$ cat config.mk
export PLATFORM = sky130hd
export DESIGN_NAME = key_debounce_load
export DESIGN_NICKNAME = d
export VERILOG_FILES = /design/src/rtl/key_debounce_load.sv
export SDC_FILE = /design/constraint.sdc
export NUM_CORES = 1
export LEC_CHECK = 0
export ABC_AREA = 1
export ABC_CLOCK_PERIOD_IN_PS = 4200
export CAP_MARGIN = 20
export CELL_PAD_IN_SITES_DETAIL_PLACEMENT = 0
export CELL_PAD_IN_SITES_GLOBAL_PLACEMENT = 2
export CORE_MARGIN = 2
export CORE_UTILIZATION = 37
export DETAILED_ROUTE_END_ITERATION = 6
export GPL_TIMING_DRIVEN = 0
export PLACE_DENSITY_LB_ADDON = 0.1
export SLEW_MARGIN = 30
export SYNTH_ARGS = -nofsm -noshare
export SYNTH_HDL_FRONTEND = slang
export SYNTH_SLANG_ARGS = --single-unit
$ cat constraint.sdc
create_clock -name Clock -period 4.2 [get_ports Clock]
set_input_delay 1.26 -clock Clock [delete_from_list [all_inputs] [get_ports Clock]]
set_output_delay 1.26 -clock Clock [all_outputs]
set_load 0.02 [all_outputs]
$ cat src/rtl/key_debounce_load.sv
// Key/switch synchroniser, pushbutton debouncer and one-cycle load strobe generator.
// Optional build macro AUTO_REPEAT_EN adds a periodic Load while the key is held.
module key_debounce_load #(
    parameter int DATA_WIDTH      = 3,
    parameter int SYNC_STAGES     = 2,
    parameter int DEBOUNCE_CYCLES = 500000,
    parameter int REPEAT_CYCLES   = 25000000
) (
    input  logic                  Clock,
    input  logic                  Resetn,
    input  logic                  KEY_n,
    input  logic [DATA_WIDTH-1:0] SW_in,
    output logic [DATA_WIDTH-1:0] D_out,
    output logic                  Load,
    output logic                  Pressed
);

    localparam int CW = $clog2(DEBOUNCE_CYCLES) + 1;
    localparam logic [CW-1:0] CNT_MAX = CW'(DEBOUNCE_CYCLES - 1);

    if (SYNC_STAGES < 2 || DEBOUNCE_CYCLES < 2 || REPEAT_CYCLES < 2) begin : g_param_check
        $error("key_debounce_load: illegal parameter value");
    end

    typedef enum logic [1:0] {
        IDLE,
        PRESS_WAIT,
        HELD,
        RELEASE_WAIT
    } state_t;

    state_t state_q, state_d;

    logic [CW-1:0]         cnt_q, cnt_d;
    logic [SYNC_STAGES-1:0] key_sync_q, key_sync_d;
    logic [SYNC_STAGES-1:0][DATA_WIDTH-1:0] sw_sync_q, sw_sync_d;
    logic                  load_q, load_d;
    logic                  pressed_q, pressed_d;
    logic [DATA_WIDTH-1:0] d_out_q, d_out_d;
    logic                  key_sync;
    logic [DATA_WIDTH-1:0] sw_sync;

`ifdef AUTO_REPEAT_EN
    localparam int RW = $clog2(REPEAT_CYCLES) + 1;
    localparam logic [RW-1:0] RPT_MAX = RW'(REPEAT_CYCLES - 1);
    logic [RW-1:0] rpt_q, rpt_d;
`endif

    // Key chain resets to 1 so the button reads as released after reset.
    always_comb begin
        key_sync_d = {key_sync_q[SYNC_STAGES-2:0], KEY_n};
        sw_sync_d  = {sw_sync_q[SYNC_STAGES-2:0], SW_in};
        key_sync   = ~key_sync_q[SYNC_STAGES-1];
        sw_sync    = sw_sync_q[SYNC_STAGES-1];
    end

    always_comb begin
        state_d   = state_q;
        cnt_d     = cnt_q;
        load_d    = 1'b0;
        pressed_d = pressed_q;
        d_out_d   = d_out_q;
`ifdef AUTO_REPEAT_EN
        rpt_d     = rpt_q;
`endif
        unique case (state_q)
            IDLE: begin
                if (key_sync) begin
                    state_d = PRESS_WAIT;
                    cnt_d   = '0;
                end
            end
            PRESS_WAIT: begin
                if (!key_sync) begin
                    state_d = IDLE;
                    cnt_d   = '0;
                end else if (cnt_q == CNT_MAX) begin
                    state_d   = HELD;
                    load_d    = 1'b1;
                    d_out_d   = sw_sync;
                    pressed_d = 1'b1;
`ifdef AUTO_REPEAT_EN
                    rpt_d     = '0;
`endif
                end else begin
                    cnt_d = cnt_q + CW'(1);
                end
            end
            HELD: begin
                if (!key_sync) begin
                    state_d = RELEASE_WAIT;
                    cnt_d   = '0;
                end
`ifdef AUTO_REPEAT_EN
                else if (rpt_q == RPT_MAX) begin
                    rpt_d   = '0;
                    load_d  = 1'b1;
                    d_out_d = sw_sync;
                end else begin
                    rpt_d = rpt_q + RW'(1);
                end
`endif
            end
            RELEASE_WAIT: begin
                // A short high blip is release bounce: back to HELD, no new Load.
                if (key_sync) begin
                    state_d = HELD;
`ifdef AUTO_REPEAT_EN
                    rpt_d   = '0;
`endif
                end else if (cnt_q == CNT_MAX) begin
                    state_d   = IDLE;
                    pressed_d = 1'b0;
                end else begin
                    cnt_d = cnt_q + CW'(1);
                end
            end
            default: begin
                state_d = IDLE;
                cnt_d   = '0;
            end
        endcase
    end

    always_ff @(posedge Clock or negedge Resetn) begin
        if (!Resetn) begin
            state_q    <= IDLE;
            cnt_q      <= '0;
            key_sync_q <= '1;
            sw_sync_q  <= '0;
            load_q     <= 1'b0;
            pressed_q  <= 1'b0;
            d_out_q    <= '0;
`ifdef AUTO_REPEAT_EN
            rpt_q      <= '0;
`endif
        end else begin
            state_q    <= state_d;
            cnt_q      <= cnt_d;
            key_sync_q <= key_sync_d;
            sw_sync_q  <= sw_sync_d;
            load_q     <= load_d;
            pressed_q  <= pressed_d;
            d_out_q    <= d_out_d;
`ifdef AUTO_REPEAT_EN
            rpt_q      <= rpt_d;
`endif
        end
    end

    assign D_out   = d_out_q;
    assign Load    = load_q;
    assign Pressed = pressed_q;

endmodule
==> results_dict.tcl, run 1 <==
set metrics [dict create \
    drtIter0Drc 87 \
    cts_resized 0 \
    dieArea_um2 5660 \
    syn_area_per_cell_um2 7.54 \
    ir_worst_vdd_mv 0.167 \
    synth_edf_count 0 \
    numCtsBuffers 5 \
    setup.worst_path.class "flip-flop to output port" \
    cts_tree "built" \
    seq_area_frac_synth_pct 46.8 \
    slowest_delay_ps 600 \
    power.density_nw_per_um2 321 \
    end_kind "output port" \
    crit_fanout 2 \
    total_power_mw 0.705 \
    async_flop_share_pct 100 \
    dpl.hpwl_um 3230 \
    wl_per_cell_um 13.0 \
    drv_slew 0 \
    critPathTopFamily "buffers and inverters" \
    reg2reg_to "D_out[0]$_DFFE_PN0P_" \
    crit_buf_inv 1 \
    worstRegToRegCells 9 \
    cp.required_ps 2940 \
    cap_viol_max_count 0 \
    vias 1560 \
    clock-sinks 35 \
    antenna_found_initial 0 \
    ys_ff_latch 35 \
    io_pins 11 \
    root_buffer "clkbuf_8" \
    cp_slowest_cell "clkdlybuf4s50_1" \
    clk_latency_ps 290 \
    crit_path_start "D_out[1]$_DFFE_PN0P_" \
    finalCritPeriodShare_pct 59.9 \
    netSwitchingFraction_pct 23.7 \
    netlist_area_um2 1880 \
    whs_endpoint "sw_sync[0]$_DFF_PN0_" \
    clk_pin_slew_ps 80 \
    intPower_mw 0.538 \
    clock.fmax_mhz 398 \
    yosys-top-cells-count "nand2_1 (64), nor2_1 (36), inv_1 (34), dfrtp_1 (33), nand3_1 (15)" \
    fin_nets 274 \
    hp-start "sw_sync_d[3]$_DFF_PN0_" \
    share_seq_of_total_power_pct 49.4 \
    grt_max_degree 21 \
    start_util_pct 39.0 \
    power_frac_clock_pct 45.0 \
    overflow 0 \
    grt_pass1_vias 1566 \
    synth_cell_types 30 \
    hold_class "flip-flop to flip-flop" \
    synth_nets 256 \
    setup_viol 0 \
    final_layout_size_suffix_gt1_share_pct 10.4 \
    utilization_pct 45.7 \
    rsz0062_at_grt "no" \
    dr.pass1.iters 4 \
    maxSlewHeadroom_pct 68.3 \
    routed_wl_um 4350 \
    ant_nets 0 \
    skew_ps 5.71 \
    dieHeight_um 75.2 \
    grt_pass1_wl_um 7700 \
    ys_top_cells_by_area "dfrtp_1 (44%), nand2_1 (13%), nor2_1 (7.2%), inv_1 (6.8%), nand3_1 (4.0%)" \
    finalSetupTns_ps 0 \
    worst_slew_pin_slew_ps 472 \
    diodes 0 \
    die_w_um 75.2 \
    area_delta_synth_final_pct 17.2 \
    synthCells 249 \
    grt_usage_pct 18.5 \
    clock_path_buffers 2 \
    netlist.area_leader.share_pct 44.0 \
    yosys.area.top_type "dfrtp_1" \
    worstPathArrival_ps 1260 \
    cts_hold_buf 0 \
    cts-htree-levels 2 \
    r2r_start "cnt_q[1]$_DFFE_PN0P_" \
    hold_viol 0 \
    nFillCells 519 \
    min_path_cells 0 \
    synth_warnings 0 \
    worst_setup_path_start_kind "flip-flop" \
    gp_congestion 0.806 \
    via_per_inst 4.66 \
    pwr-share-comb_pct 5.5 \
    num_rows 25 \
    cts_setup_buffers 0 \
    netSwitchingPower_mw 0.167 \
    io_buffers 10 \
    drc 0 \
    hold_slack_ps 355 \
    status "complete, no violations" \
    finalCriticalPeriod_ps 2520 \
    crit_chain "clkdlybuf4s50_1" \
    p_leak_nw 1.02 \
    r2r_setup_slack_ps 2360 \
    core_um2 4820 \
    yosysMostFrequentCell "nand2_1" \
    synth-main-ff-cell "dfrtp_1" \
]
[stage by stage]
stage / cells / instance area [um^2] / worst slack [ps]
final: 335 / 2200 / 1680
after global placement: 326 / 2060 / 1030
after global routing: 335 / 2200 / 1640
after CTS: 335 / 2200 / 1670
after detailed placement: 327 / 2080 / 2000
after floorplan: 249 / 1880 / 2510
[power by group through the flow]
| stage | registers (mW) | clock network [mW] | logic [mW] |
|---|---|---|---|
| after detailed placement | 0.355 | 0 | 0.0402 |
| after floorplan | 0.354 | 0 | 0.0185 |
| final | 0.349 | 0.317 | 0.0390 |
| after global routing | 0.350 | 0.344 | 0.0449 |
| after CTS | 0.349 | 0.328 | 0.0405 |
| after global placement | 0.355 | 0 | 0.0372 |
[worst max-delay path by stage]
stage,endpoint,cells past startpoint
after floorplan,D_out[2],0
after global placement,cnt_q[16]$_DFFE_PN0P_,1
after detailed placement,Pressed,1
after CTS,Pressed,1
after global routing,D_out[1],1
final,D_out[1],1
[layout make-up]
class                           instances  area, um^2  area share (%)
Clock inverter                          3        47.5            2.16
Tap cell                               67        83.8            3.81
Clock buffer                            5        68.8            3.13
Sequential cell                        35         878            39.9
Multi-Input combinational cell        174         831            37.8
Timing Repair Buffer                   11         123            5.57
Inverter                               35         131            5.97
Buffer                                  5        36.3            1.65
[layer usage]
layer  track usage (%)  part of all wire (%)  vias to the layer above
met4              5.85                   1.2                        0
met5                 0                     0                        -
met1              26.5                    51                      703
met3              4.02                   3.9                        6
met2              28.1                    44                       27
li1                  -                     -                      824
[state kept, by name, summed over array words and instances, names as in the netlist, named ones only]
| register | cells |
|---|---|
| key_sync_q | 2 |
| state_q | 1 |
| D_out | 3 |
| Load | 1 |
| Pressed | 1 |
| cnt_q | 20 |
| sw_sync_d | 3 |
| sw_sync | 3 |
[kinds of logic after synthesis]
kind of cell	Yosys count	share of synthesized area, %
AO/OA/AOI/OAI	21	5.87
AND/OR/NAND/NOR	150	36.4
XOR/XNOR	2	1.33
flip-flops	35	46.8
buffers and inverters	40	8.93
adder cells (fa/ha/maj)	1	0.667
[cells in the final DEF, fill, tap and decap left out, types with 3 or more instances in the layout]
master           netlist  routed
nand3_1               15      15
clkdlybuf4s50_1        0       9
a21oi_1                4       4
o21ai_0               14      14
clkbuf_8               0       5
nand4_1               10      10
nand2_1               64      64
nor3_1                11      11
inv_1                 34      34
dfrtp_1               33      33
nor2_1                36      36
buf_2                  2       3
(Power assumes the default switching activity.)
==> inputs of run 2 (changes only) <==
--- a/config.mk
+++ b/config.mk
@@ -6,12 +6,12 @@
 export NUM_CORES = 1
 export LEC_CHECK = 0
 export ABC_AREA = 1
-export ABC_CLOCK_PERIOD_IN_PS = 4200
+export ABC_CLOCK_PERIOD_IN_PS = 2200
 export CAP_MARGIN = 20
 export CELL_PAD_IN_SITES_DETAIL_PLACEMENT = 0
 export CELL_PAD_IN_SITES_GLOBAL_PLACEMENT = 2
 export CORE_MARGIN = 2
-export CORE_UTILIZATION = 37
+export CORE_UTILIZATION = 31
 export DETAILED_ROUTE_END_ITERATION = 6
 export GPL_TIMING_DRIVEN = 0
 export PLACE_DENSITY_LB_ADDON = 0.1
==> constraint.sdc (replaced) <==
create_clock -name Clock -period 2.2 [get_ports Clock]
set_input_delay 0.66 -clock Clock [delete_from_list [all_inputs] [get_ports Clock]]
set_output_delay 0.66 -clock Clock [all_outputs]
set_load 0.02 [all_outputs]
==> run 2 against run 1 <==
Against the previous run: sequential power grew 91%; global-route usage is 2.6 points lower; register-to-register slack lost 2100 ps; final cell count up 2.4%; routed wire length up 4.6%; critical path depth increased by 8; non-clock buffer count is the same; cell area grew 0.11%; die area grew 18%; hold slack worse by 100 ps; critical path type is now flip-flop to flip-flop.
==> results_dict.tcl, run 2 (synthesis results as in run 1) <==
set metrics [dict create \
    ant_nets 0 \
    wl_per_cell_um 13.3 \
    final_layout_size_suffix_gt1_share_pct 10.4 \
    worst_slew_pin_slew_ps 506 \
    dpl.hpwl_um 3460 \
    setup_viol 0 \
    drtIter0Drc 59 \
    die_w_um 81.8 \
    dr.pass1.iters 4 \
    clk_latency_ps 300 \
    cts_setup_buffers 0 \
    core_um2 5890 \
    fin_nets 274 \
    io_pins 11 \
    hold_class "input pin to asynchronous set/reset pin" \
    crit_fanout 10 \
    post_dp_cell_area_um2 2090 \
    layout_common_cells "nand2_1 (64), nor2_1 (36), inv_1 (34)" \
    cts-htree-levels 2 \
    dieHeight_um 81.8 \
    end_kind "flip-flop" \
    grt_pass1_wl_um 7890 \
    area_delta_synth_final_pct 17.3 \
    regArea_um2 878 \
    setup.worst_path.class "flip-flop to flip-flop" \
    root_buffer "clkbuf_8" \
    largest_reg_flops 20 \
    cap_viol_max_count 0 \
    worstPathArrival_ps 2100 \
    grt_pass1_vias 1554 \
    cts_resized 0 \
    finalCriticalPeriod_ps 1910 \
    num_rows 28 \
    clock-sinks 35 \
    status "complete, no violations" \
    dieArea_um2 6690 \
    drc 0 \
    finalCritPeriodShare_pct 86.8 \
    gp_congestion 0.780 \
    overflow 0 \
    hold_viol 0 \
    clock_path_buffers 2 \
    io_buffers 10 \
    worst_setup_path_start_kind "flip-flop" \
    vias 1583 \
    clk_pin_slew_ps 80 \
    diodes 0 \
    grt_usage_pct 15.9 \
    antenna_found_initial 0 \
    ir_worst_vdd_mv 0.324 \
    via_per_inst 4.62 \
    numCtsBuffers 5 \
    rsz0062_at_grt "no" \
    drv_slew 0 \
    clock.fmax_mhz 524 \
    final_area_um2 2200 \
    power.density_nw_per_um2 610 \
    skew_ps 9.26 \
    maxSlewHeadroom_pct 66.0 \
    cts_hold_buf 0 \
    p_leak_nw 1.02 \
    largest_register "cnt_q" \
    nFillCells 620 \
    cp.required_ps 2390 \
    hold_slack_ps 252 \
    multiInputGateArea_um2 831 \
    grt_max_degree 25 \
    start_util_pct 31.9 \
    cts_tree "built" \
    final_common_cell "nand2_1" \
    routed_wl_um 4550 \
]
-- run 2: worst paths after layout --
check	startpoint	to	slack, ps	cells past startpoint
max in group asynchronous	Resetn	key_sync_q[1]$_DFF_PN1_	1450	2
max reg2reg	cnt_q[1]$_DFFE_PN0P_	D_out[2]$_DFFE_PN0P_	290	9
min	Resetn	asynchronous set/reset pin	250	1
max	cnt_q[1]$_DFFE_PN0P_	D_out[2]$_DFFE_PN0P_	290	9
min in group Clock	key_sync_q[0]$_DFF_PN1_	key_sync_q[1]$_DFF_PN1_	360	0
min reg2reg	key_sync_q[0]$_DFF_PN1_	key_sync_q[1]$_DFF_PN1_	360	0
-- run 2: layout make-up --
| class | instances | area share [%] |
|---|---|---|
| Clock inverter | 3 | 2.16 |
| Inverter | 35 | 5.97 |
| Buffer | 5 | 1.65 |
| Multi-Input combinational cell | 174 | 37.7 |
| Timing Repair Buffer | 11 | 5.23 |
| Sequential cell | 35 | 39.9 |
| Clock buffer | 5 | 3.13 |
| Tap cell | 75 | 4.26 |
-- run 2: routing by layer --
layer | track usage, % | wire [um] | share of wire (%) | vias to the layer above
met4 | 5.50 | 73 | 1.6 | 0
met3 | 3.63 | 112 | 2.5 | 7
met5 | 0 | 0 | 0 | -
met1 | 22.4 | 2330 | 51 | 736
li1 | - | - | - | 826
met2 | 24.1 | 2030 | 45 | 14
-- run 2: worst max-delay path, cell delays in order, from the launching register on --
cell     delay, ps
dfrtp_1        380
ha_1           310
nand3_2        190
nor2_1         140
nand3_1        130
buf_6          180
nor3_4         240
nand2_1         90
o21ai_1         90
inv_1           50
-- run 2: per-stage QoR --
step	TNS (ps)	instances	utilization, %	worst slack, ps	power, mW
finish	0	343	37.4	290	1.34
global route	0	343	37.4	108	1.42
CTS	0	343	37.4	273	1.37
detailed placement	0	335	35.4	296	0.754
global placement	-13670	334	35.2	-413	0.751
floorplan	0	249	-	649	0.712
-- run 2: report_power, final --
group,total (mW),internal [mW],switching (mW)
clock,0.605,0.343,0.261
combinational,0.0723,0.0245,0.0478
sequential,0.666,0.657,0.00829
